==> src/rtl/axi_address_decoder_aw_ord_if.sv <==
// AW-channel bundle for the ordered AW address decoder: master-side handshake,
// per-slave handshake, address map, outstanding tracking and error-path signals.
interface axi_address_decoder_aw_ord_if #(
    parameter int unsigned ADDR_WIDTH  = 32,
    parameter int unsigned N_INIT_PORT = 8,
    parameter int unsigned N_REGION    = 2,
    parameter int unsigned MAX_OUTST   = 8
);
    localparam int unsigned CNT_W = $clog2(MAX_OUTST + 1);

    logic                                                   awvalid_i;
    logic [ADDR_WIDTH-1:0]                                  awaddr_i;
    logic                                                   awready_o;
    logic [N_INIT_PORT-1:0]                                 awvalid_o;
    logic [N_INIT_PORT-1:0]                                 awready_i;
    logic [N_INIT_PORT-1:0]                                 dest_o;
    logic                                                   push_dest_o;
    logic [N_REGION-1:0][N_INIT_PORT-1:0][ADDR_WIDTH-1:0]   start_addr_i;
    logic [N_REGION-1:0][N_INIT_PORT-1:0][ADDR_WIDTH-1:0]   end_addr_i;
    logic [N_REGION-1:0][N_INIT_PORT-1:0]                   enable_region_i;
    logic [N_INIT_PORT-1:0]                                 connectivity_map_i;
    logic                                                   bdone_i;
    logic                                                   handle_error_o;
    logic                                                   err_wlast_i;
    logic                                                   err_req_o;
    logic                                                   err_gnt_i;
    logic [CNT_W-1:0]                                       outst_cnt_o;

    // Decoder side
    modport slave (
        input  awvalid_i, awaddr_i, awready_i, start_addr_i, end_addr_i,
               enable_region_i, connectivity_map_i, bdone_i, err_wlast_i, err_gnt_i,
        output awready_o, awvalid_o, dest_o, push_dest_o, handle_error_o, err_req_o,
               outst_cnt_o
    );

    // Environment side
    modport master (
        output awvalid_i, awaddr_i, awready_i, start_addr_i, end_addr_i,
               enable_region_i, connectivity_map_i, bdone_i, err_wlast_i, err_gnt_i,
        input  awready_o, awvalid_o, dest_o, push_dest_o, handle_error_o, err_req_o,
               outst_cnt_o
    );
endinterface

==> src/rtl/axi_address_decoder_aw_ord.sv <==
// AW address decoder with write ordering: a new AW may only go to the slave that
// already holds outstanding writes. Unmapped addresses are absorbed by an error
// sequence (drain, sink W data, return error B).
// Optional macro AXI_AW_DEC_REG_EN registers the decode result in a one-entry stage.
module axi_address_decoder_aw_ord #(
    parameter int unsigned ADDR_WIDTH  = 32,
    parameter int unsigned N_INIT_PORT = 8,
    parameter int unsigned N_REGION    = 2,
    parameter int unsigned MAX_OUTST   = 8
) (
    input logic                       clk,
    input logic                       rst,
    axi_address_decoder_aw_ord_if.slave bus
);
    localparam int unsigned CNT_W = $clog2(MAX_OUTST + 1);
    localparam logic [CNT_W-1:0] MAX_CNT = CNT_W'(MAX_OUTST);

    typedef enum logic [1:0] {StOperative, StDrain, StErrWdata, StErrResp} state_e;

    state_e                 state_q, state_d;
    logic [CNT_W-1:0]       cnt_q;
    logic [N_INIT_PORT-1:0] last_dest_q;
    logic [N_INIT_PORT-1:0] match, dec_dest;
    logic                   dec_err, found;
    logic                   req_valid, req_err;
    logic [N_INIT_PORT-1:0] req_dest;
    logic                   stall, hs, dec;

    // Region match per port, then lowest-index priority to keep the result one-hot
    always_comb begin
        match    = '0;
        dec_dest = '0;
        found    = 1'b0;
        for (int p = 0; p < N_INIT_PORT; p++) begin
            for (int r = 0; r < N_REGION; r++) begin
                if (bus.enable_region_i[r][p] &&
                    bus.awaddr_i >= bus.start_addr_i[r][p] &&
                    bus.awaddr_i <= bus.end_addr_i[r][p]) begin
                    match[p] = 1'b1;
                end
            end
        end
        match = match & bus.connectivity_map_i;
        for (int p = 0; p < N_INIT_PORT; p++) begin
            if (match[p] && !found) begin
                dec_dest[p] = 1'b1;
                found       = 1'b1;
            end
        end
        dec_err = ~found;
    end

`ifdef AXI_AW_DEC_REG_EN
    logic                   stage_valid_q;
    logic [N_INIT_PORT-1:0] stage_dest_q;
    logic                   stage_err_q;
    logic                   stage_clear;

    // An errored request is consumed in the same cycle it is seen in StOperative
    assign stage_clear = hs | (state_q == StOperative && stage_valid_q && stage_err_q);

    // One-entry decode stage; the master holds awaddr_i until awready_o
    always_ff @(posedge clk or posedge rst) begin
        if (rst) begin
            stage_valid_q <= 1'b0;
            stage_dest_q  <= '0;
            stage_err_q   <= 1'b0;
        end else if (stage_clear) begin
            stage_valid_q <= 1'b0;
        end else if (bus.awvalid_i && !stage_valid_q) begin
            stage_valid_q <= 1'b1;
            stage_dest_q  <= dec_dest;
            stage_err_q   <= dec_err;
        end
    end

    assign req_valid = stage_valid_q;
    assign req_dest  = stage_dest_q;
    assign req_err   = stage_err_q;
`else
    assign req_valid = bus.awvalid_i;
    assign req_dest  = dec_dest;
    assign req_err   = dec_err;
`endif

    assign bus.dest_o      = req_dest;
    assign bus.outst_cnt_o = cnt_q;

    // Ordering: switching slaves only once everything outstanding has completed
    assign stall = ((cnt_q != '0) && (req_dest != last_dest_q)) || (cnt_q == MAX_CNT);
    assign dec   = bus.bdone_i && (cnt_q != '0);

    // Next-state and outputs; everything forced low while rst is held
    always_comb begin
        state_d            = state_q;
        bus.awvalid_o      = '0;
        bus.awready_o      = 1'b0;
        bus.push_dest_o    = 1'b0;
        bus.handle_error_o = 1'b0;
        bus.err_req_o      = 1'b0;
        hs                 = 1'b0;
        if (!rst) begin
            case (state_q)
                StOperative: begin
                    if (req_valid) begin
                        if (req_err) begin
                            bus.awready_o = 1'b1;
                            state_d       = StDrain;
                        end else if (!stall) begin
                            bus.awvalid_o   = req_dest;
                            bus.awready_o   = |(req_dest & bus.awready_i);
                            hs              = bus.awready_o;
                            bus.push_dest_o = hs;
                        end
                    end
                end
                StDrain: begin
                    if (cnt_q == '0) state_d = StErrWdata;
                end
                StErrWdata: begin
                    bus.handle_error_o = 1'b1;
                    if (bus.err_wlast_i) state_d = StErrResp;
                end
                StErrResp: begin
                    bus.err_req_o = 1'b1;
                    if (bus.err_gnt_i) state_d = StOperative;
                end
                default: state_d = StOperative;
            endcase
        end
    end

    // FSM state register
    always_ff @(posedge clk or posedge rst) begin
        if (rst) state_q <= StOperative;
        else     state_q <= state_d;
    end

    // Outstanding counter; simultaneous accept and completion cancel out
    always_ff @(posedge clk or posedge rst) begin
        if (rst) begin
            cnt_q <= '0;
        end else begin
            case ({hs, dec})
                2'b10:   cnt_q <= cnt_q + CNT_W'(1);
                2'b01:   cnt_q <= cnt_q - CNT_W'(1);
                default: cnt_q <= cnt_q;
            endcase
        end
    end

    // Destination of the most recent accepted non-error AW
    always_ff @(posedge clk or posedge rst) begin
        if (rst)     last_dest_q <= '0;
        else if (hs) last_dest_q <= req_dest;
    end
endmodule

==> src/flat_wrapper.sv <==
// flat-port wrapper written by rule: the top's interface ports become plain ports
module axi_address_decoder_aw_ord_flat 
#(
    parameter int unsigned ADDR_WIDTH  = 32,
    parameter int unsigned N_INIT_PORT = 8,
    parameter int unsigned N_REGION    = 2,
    parameter int unsigned MAX_OUTST   = 8
)
  (clk, rst, bus_awvalid_i, bus_awaddr_i, bus_awready_i, bus_start_addr_i, bus_end_addr_i, bus_enable_region_i, bus_connectivity_map_i, bus_bdone_i, bus_err_wlast_i, bus_err_gnt_i, bus_awready_o, bus_awvalid_o, bus_dest_o, bus_push_dest_o, bus_handle_error_o, bus_err_req_o, bus_outst_cnt_o);
  axi_address_decoder_aw_ord_if #(.ADDR_WIDTH(ADDR_WIDTH), .N_INIT_PORT(N_INIT_PORT), .N_REGION(N_REGION), .MAX_OUTST(MAX_OUTST)) bus_i ();
  input logic clk;
  input logic rst;
  input wire logic [$bits(bus_i.awvalid_i)-1:0] bus_awvalid_i;
  input wire logic [$bits(bus_i.awaddr_i)-1:0] bus_awaddr_i;
  input wire logic [$bits(bus_i.awready_i)-1:0] bus_awready_i;
  input wire logic [$bits(bus_i.start_addr_i)-1:0] bus_start_addr_i;
  input wire logic [$bits(bus_i.end_addr_i)-1:0] bus_end_addr_i;
  input wire logic [$bits(bus_i.enable_region_i)-1:0] bus_enable_region_i;
  input wire logic [$bits(bus_i.connectivity_map_i)-1:0] bus_connectivity_map_i;
  input wire logic [$bits(bus_i.bdone_i)-1:0] bus_bdone_i;
  input wire logic [$bits(bus_i.err_wlast_i)-1:0] bus_err_wlast_i;
  input wire logic [$bits(bus_i.err_gnt_i)-1:0] bus_err_gnt_i;
  output wire logic [$bits(bus_i.awready_o)-1:0] bus_awready_o;
  output wire logic [$bits(bus_i.awvalid_o)-1:0] bus_awvalid_o;
  output wire logic [$bits(bus_i.dest_o)-1:0] bus_dest_o;
  output wire logic [$bits(bus_i.push_dest_o)-1:0] bus_push_dest_o;
  output wire logic [$bits(bus_i.handle_error_o)-1:0] bus_handle_error_o;
  output wire logic [$bits(bus_i.err_req_o)-1:0] bus_err_req_o;
  output wire logic [$bits(bus_i.outst_cnt_o)-1:0] bus_outst_cnt_o;
  assign bus_i.awvalid_i = bus_awvalid_i;
  assign bus_i.awaddr_i = bus_awaddr_i;
  assign bus_i.awready_i = bus_awready_i;
  assign bus_i.start_addr_i = bus_start_addr_i;
  assign bus_i.end_addr_i = bus_end_addr_i;
  assign bus_i.enable_region_i = bus_enable_region_i;
  assign bus_i.connectivity_map_i = bus_connectivity_map_i;
  assign bus_i.bdone_i = bus_bdone_i;
  assign bus_i.err_wlast_i = bus_err_wlast_i;
  assign bus_i.err_gnt_i = bus_err_gnt_i;
  assign bus_awready_o = bus_i.awready_o;
  assign bus_awvalid_o = bus_i.awvalid_o;
  assign bus_dest_o = bus_i.dest_o;
  assign bus_push_dest_o = bus_i.push_dest_o;
  assign bus_handle_error_o = bus_i.handle_error_o;
  assign bus_err_req_o = bus_i.err_req_o;
  assign bus_outst_cnt_o = bus_i.outst_cnt_o;
  axi_address_decoder_aw_ord #(.ADDR_WIDTH(ADDR_WIDTH), .N_INIT_PORT(N_INIT_PORT), .N_REGION(N_REGION), .MAX_OUTST(MAX_OUTST)) u_core (.clk(clk), .rst(rst), .bus(bus_i));
endmodule
==> config.mk <==
export PLATFORM = sky130hd
export DESIGN_NAME = axi_address_decoder_aw_ord_flat
export DESIGN_NICKNAME = d
export VERILOG_FILES = /design/src/rtl/axi_address_decoder_aw_ord_if.sv /design/src/rtl/axi_address_decoder_aw_ord.sv /design/src/flat_wrapper.sv
export SDC_FILE = /design/constraint.sdc
export NUM_CORES = 2
export LEC_CHECK = 0
export ABC_CLOCK_PERIOD_IN_PS = 7300
export BUFFER_PORTS_ARGS = -buffer_cell sky130_fd_sc_hd__buf_2
export CORE_AREA = 10 10 427 429
export CTS_CLUSTER_DIAMETER = 200
export DETAILED_ROUTE_END_ITERATION = 6
export DIE_AREA = 0 0 437 439
export PLACE_DENSITY = 0.37
export SETUP_SLACK_MARGIN = 0.3
export SLEW_MARGIN = 20
export SYNTH_ARGS = -nofsm -noshare
export SYNTH_HDL_FRONTEND = slang
export SYNTH_SLANG_ARGS = --single-unit
==> constraint.sdc <==
create_clock -name clk -period 7.3 [get_ports clk]
set_input_delay 1.46 -clock clk [delete_from_list [all_inputs] [get_ports clk]]
set_output_delay 1.46 -clock clk [all_outputs]
set_load 0.02 [all_outputs]
==> results.txt <==
syn nets: 5865
I/O pins: 1118
layout cells sized above 1: 0.321
R2R cell count: 14
Worst-path clk slew: 50 ps
crit start category: input pin
CTS Sinks: 14
first-pass GRT wire length: 286000 um
HP Start: u_core.last_dest_q[7]$_DFFE_PP0P_
Synth Instances: 3738
Hold-fix buffers, CTS: 0
worst skew pair latency: 260 ps
mux cell area share after synthesis: 0.00460
RSZ-0062 raised after global routing: yes
complex-gate fraction of the synthesized area: 0.204
Worst Path Required: 5840 ps
worst slack at placement: -821 ps
GRT overflow: 0
fin crit share: 0.987
H-tree levels: 1
largest family of logic cells by synthesized area: adder cells
row count: 153
final setup vio count: 0
register area share after synthesis: 0.0130
CTS Buffer Depth: 2
final weighted congestion in routability-driven placement: 0.933
CP Max Fanout: 6
Reg-to-Reg End: u_core.bus.outst_cnt_o[3]$_DFFE_PP0P_
flop-to-flop setup slack: 4000 ps
post-synthesis xor/xnor area fraction: 0.00228
most frequent cells in the layout: buf_2 (1078), inv_1 (1018), ha_1 (1004)
Arrival @ worst endpoint: 5740 ps
Syn Area/Cell: 7.21 um2
Worst-Margin Slew: 704 ps
commonest non-fill, non-tap cell in the layout: buf_2
Die X-Extent: 437 um
via count: 33700
Pins Over Slew Limit: 0
maxcap violations: 0
residual DRC count: 0
Yosys cell types: 89
Worst slew margin: 0.530
Die Span Y: 439 um
largest net degree at the start of global routing: 16
total power: 3.01 mW
setup slack after layout: 95.5 ps
Hold Crit Class: reg -> reg
nets: 7428
DRT antenna net count: 0
total CTS buffers: 3
Fin Clk Skew: 6.49 ps
Hold Fails Final Rpt: 0
Starting Density: 0.155
Syn Std Cell Area: 26900 um2
Pwr Density: 72.6 nW/um2
R2R Path Start: u_core.bus.outst_cnt_o[1]$_DFFE_PP0P_
dpl hpwl: 189000 um
Routed WL: 216000 um
EDFF count, synth: 0
LEAKAGE: 24.2 nW
Yosys Warn Count: 0
status: completed
ys flop type: dfrtp_1
maximum vdd drop: 114 uV
CTS tree: done
synthesized flop and latch total: 14
root buffer cell: clkbuf_16
DRT Pass-1 Iters: 5
Area Overhead vs Synth: 53.9%
fillcell total: 19800
Async S/R FF share, synth: 1.00
Wirelength per Cell: 28.1 um
Hold Crit Endpoint: u_core.last_dest_q[7]$_DFFE_PP0P_
kind of end point of the critical path: output pin
vias per cell: 4.40
Max Clock Freq: 139 MHz
Final min period: 7200 ps
Synth Area in Simple Gates: 0.153
initial antenna violation count: 117
vias in the first global route: 35300
Setup CP Type: in -> out
WHS Path Cells: 1
die area: 192000 um2
Placeable Area: 173000 um2
Port Buf Inserts: 1117
synthesized-area fraction occupied by adder cells: 0.480
initial DRC count: 1805
all-layer global routing usage: 0.212
-- flip-flops by register name, summed over array words and instances (netlist names) --
signal and flops:
u_core.last_dest_q 8, u_core.state_q 2, u_core.bus.outst_cnt_o 4
-- final cells by class --
class | count | area [um2] | share of cell area
sequential | 14 | 350 | 0.00845
inverter | 1021 | 3840 | 0.0925
timing repair buffer | 1560 | 10500 | 0.253
antenna | 46 | 115 | 0.00278
tap | 2325 | 2910 | 0.0702
clock buffer | 4 | 88.8 | 0.00214
multi-input combinational | 2701 | 23700 | 0.571
-- routing by layer --
layer,wire length [um],GRT usage
met1,89300,0.254
met2,107000,0.384
met3,9690,0.0298
met4,9390,0.0740
met5,303,0
-- logic make-up (layout without fill, tap and decap cells) --
logic type | after synthesis | in the layout
buf+inv | 1023 | 2585
fa+ha+maj | 1033 | 1033
simple gates | 787 | 787
mux | 11 | 11
xor+xnor | 7 | 7
other cells | 0 | 46
compound gates | 863 | 863
flops | 14 | 14
-- critical path, stage by stage --
cell,delay (ps)
buf_12,130
buf_12,150
buf_4,180
buf_4,160
ha_4,280
nand4_1,200
buf_4,220
nor3_4,250
mux2i_4,340
buf_4,160
a22oi_2,50
a31oi_1,170
buf_4,170
nand2_4,60
or4_4,550
a2111oi_4,480
nor2_4,100
buf_12,160
nor4b_4,240
buf_4,180
-- cells in the mapped netlist, drive strengths merged, types with 5 or more instances --
cell,count,area share
a2111o,5,0.0021
a2111oi,30,0.011
a211o,7,0.0023
a211oi,36,0.010
a21boi,10,0.0028
a21o,84,0.023
a21oi,357,0.066
a221o,17,0.0063
a221oi,20,0.0070
a31oi,11,0.0026
and2,8,0.0020
and3,13,0.0030
and4,31,0.010
dfrtp,14,0.013
ha,1032,0.48
inv,1021,0.14
mux2,8,0.0035
nand2,209,0.029
nand2b,23,0.0053
nand3,95,0.018
nand3b,5,0.0014
nand4,159,0.037
nor2,108,0.015
nor2b,36,0.0086
nor3,41,0.0076
nor3b,5,0.0014
nor4,25,0.0058
o2111ai,7,0.0023
o211ai,39,0.011
o21a,18,0.0050
o21ai,156,0.029
o21bai,5,0.0014
o221ai,5,0.0019
o22ai,5,0.0012
o311ai,6,0.0020
o31ai,5,0.0016
or3,9,0.0023
or4,6,0.0018
-- repair_timing --
item | CTS | global route
pin swaps | 76 | 27
setup endpoints to repair | 14 | 10
setup buffers | 78 | 10
gates cloned | 8 | 0
gates resized for setup | 244 | 29
-- how the worst max path moves through the flow --
stage / from / end / slack, ps / cells past startpoint
CTS: bus_awaddr_i[0] / bus_awvalid_o[5] / 120 / 23
global route: bus_awaddr_i[0] / bus_awvalid_o[5] / -90 / 21
floorplan: bus_awaddr_i[0] / bus_awvalid_o[4] / 270 / 14
global placement: bus_awaddr_i[16] / bus_awvalid_o[3] / -1030 / 18
detailed placement: bus_awaddr_i[5] / bus_awvalid_o[1] / -820 / 19
finish: bus_awaddr_i[27] / bus_awvalid_o[5] / 100 / 20
-- power by group --
group / switching [mW] / internal [mW]
Combinational: 1.54 / 1.22
Clock: 0.0427 / 0.0837
Sequential: 0.0288 / 0.102
Total: 1.61 / 1.40
-- stage by stage --
stage                      util  hold WS [ps]  cells  instance area [um2]  TNS, ps
after global routing      0.239           544   7662                41400     -188
after CTS                 0.237           514   7615                41100        0
after detailed placement  0.224           504   7525                38800    -7770
after floorplan               -           481   3738                27000        0
final                     0.239           520   7671                41500        0
after global placement    0.224           498   7525                38800   -10160
Power figures use the tool's default switching activity.
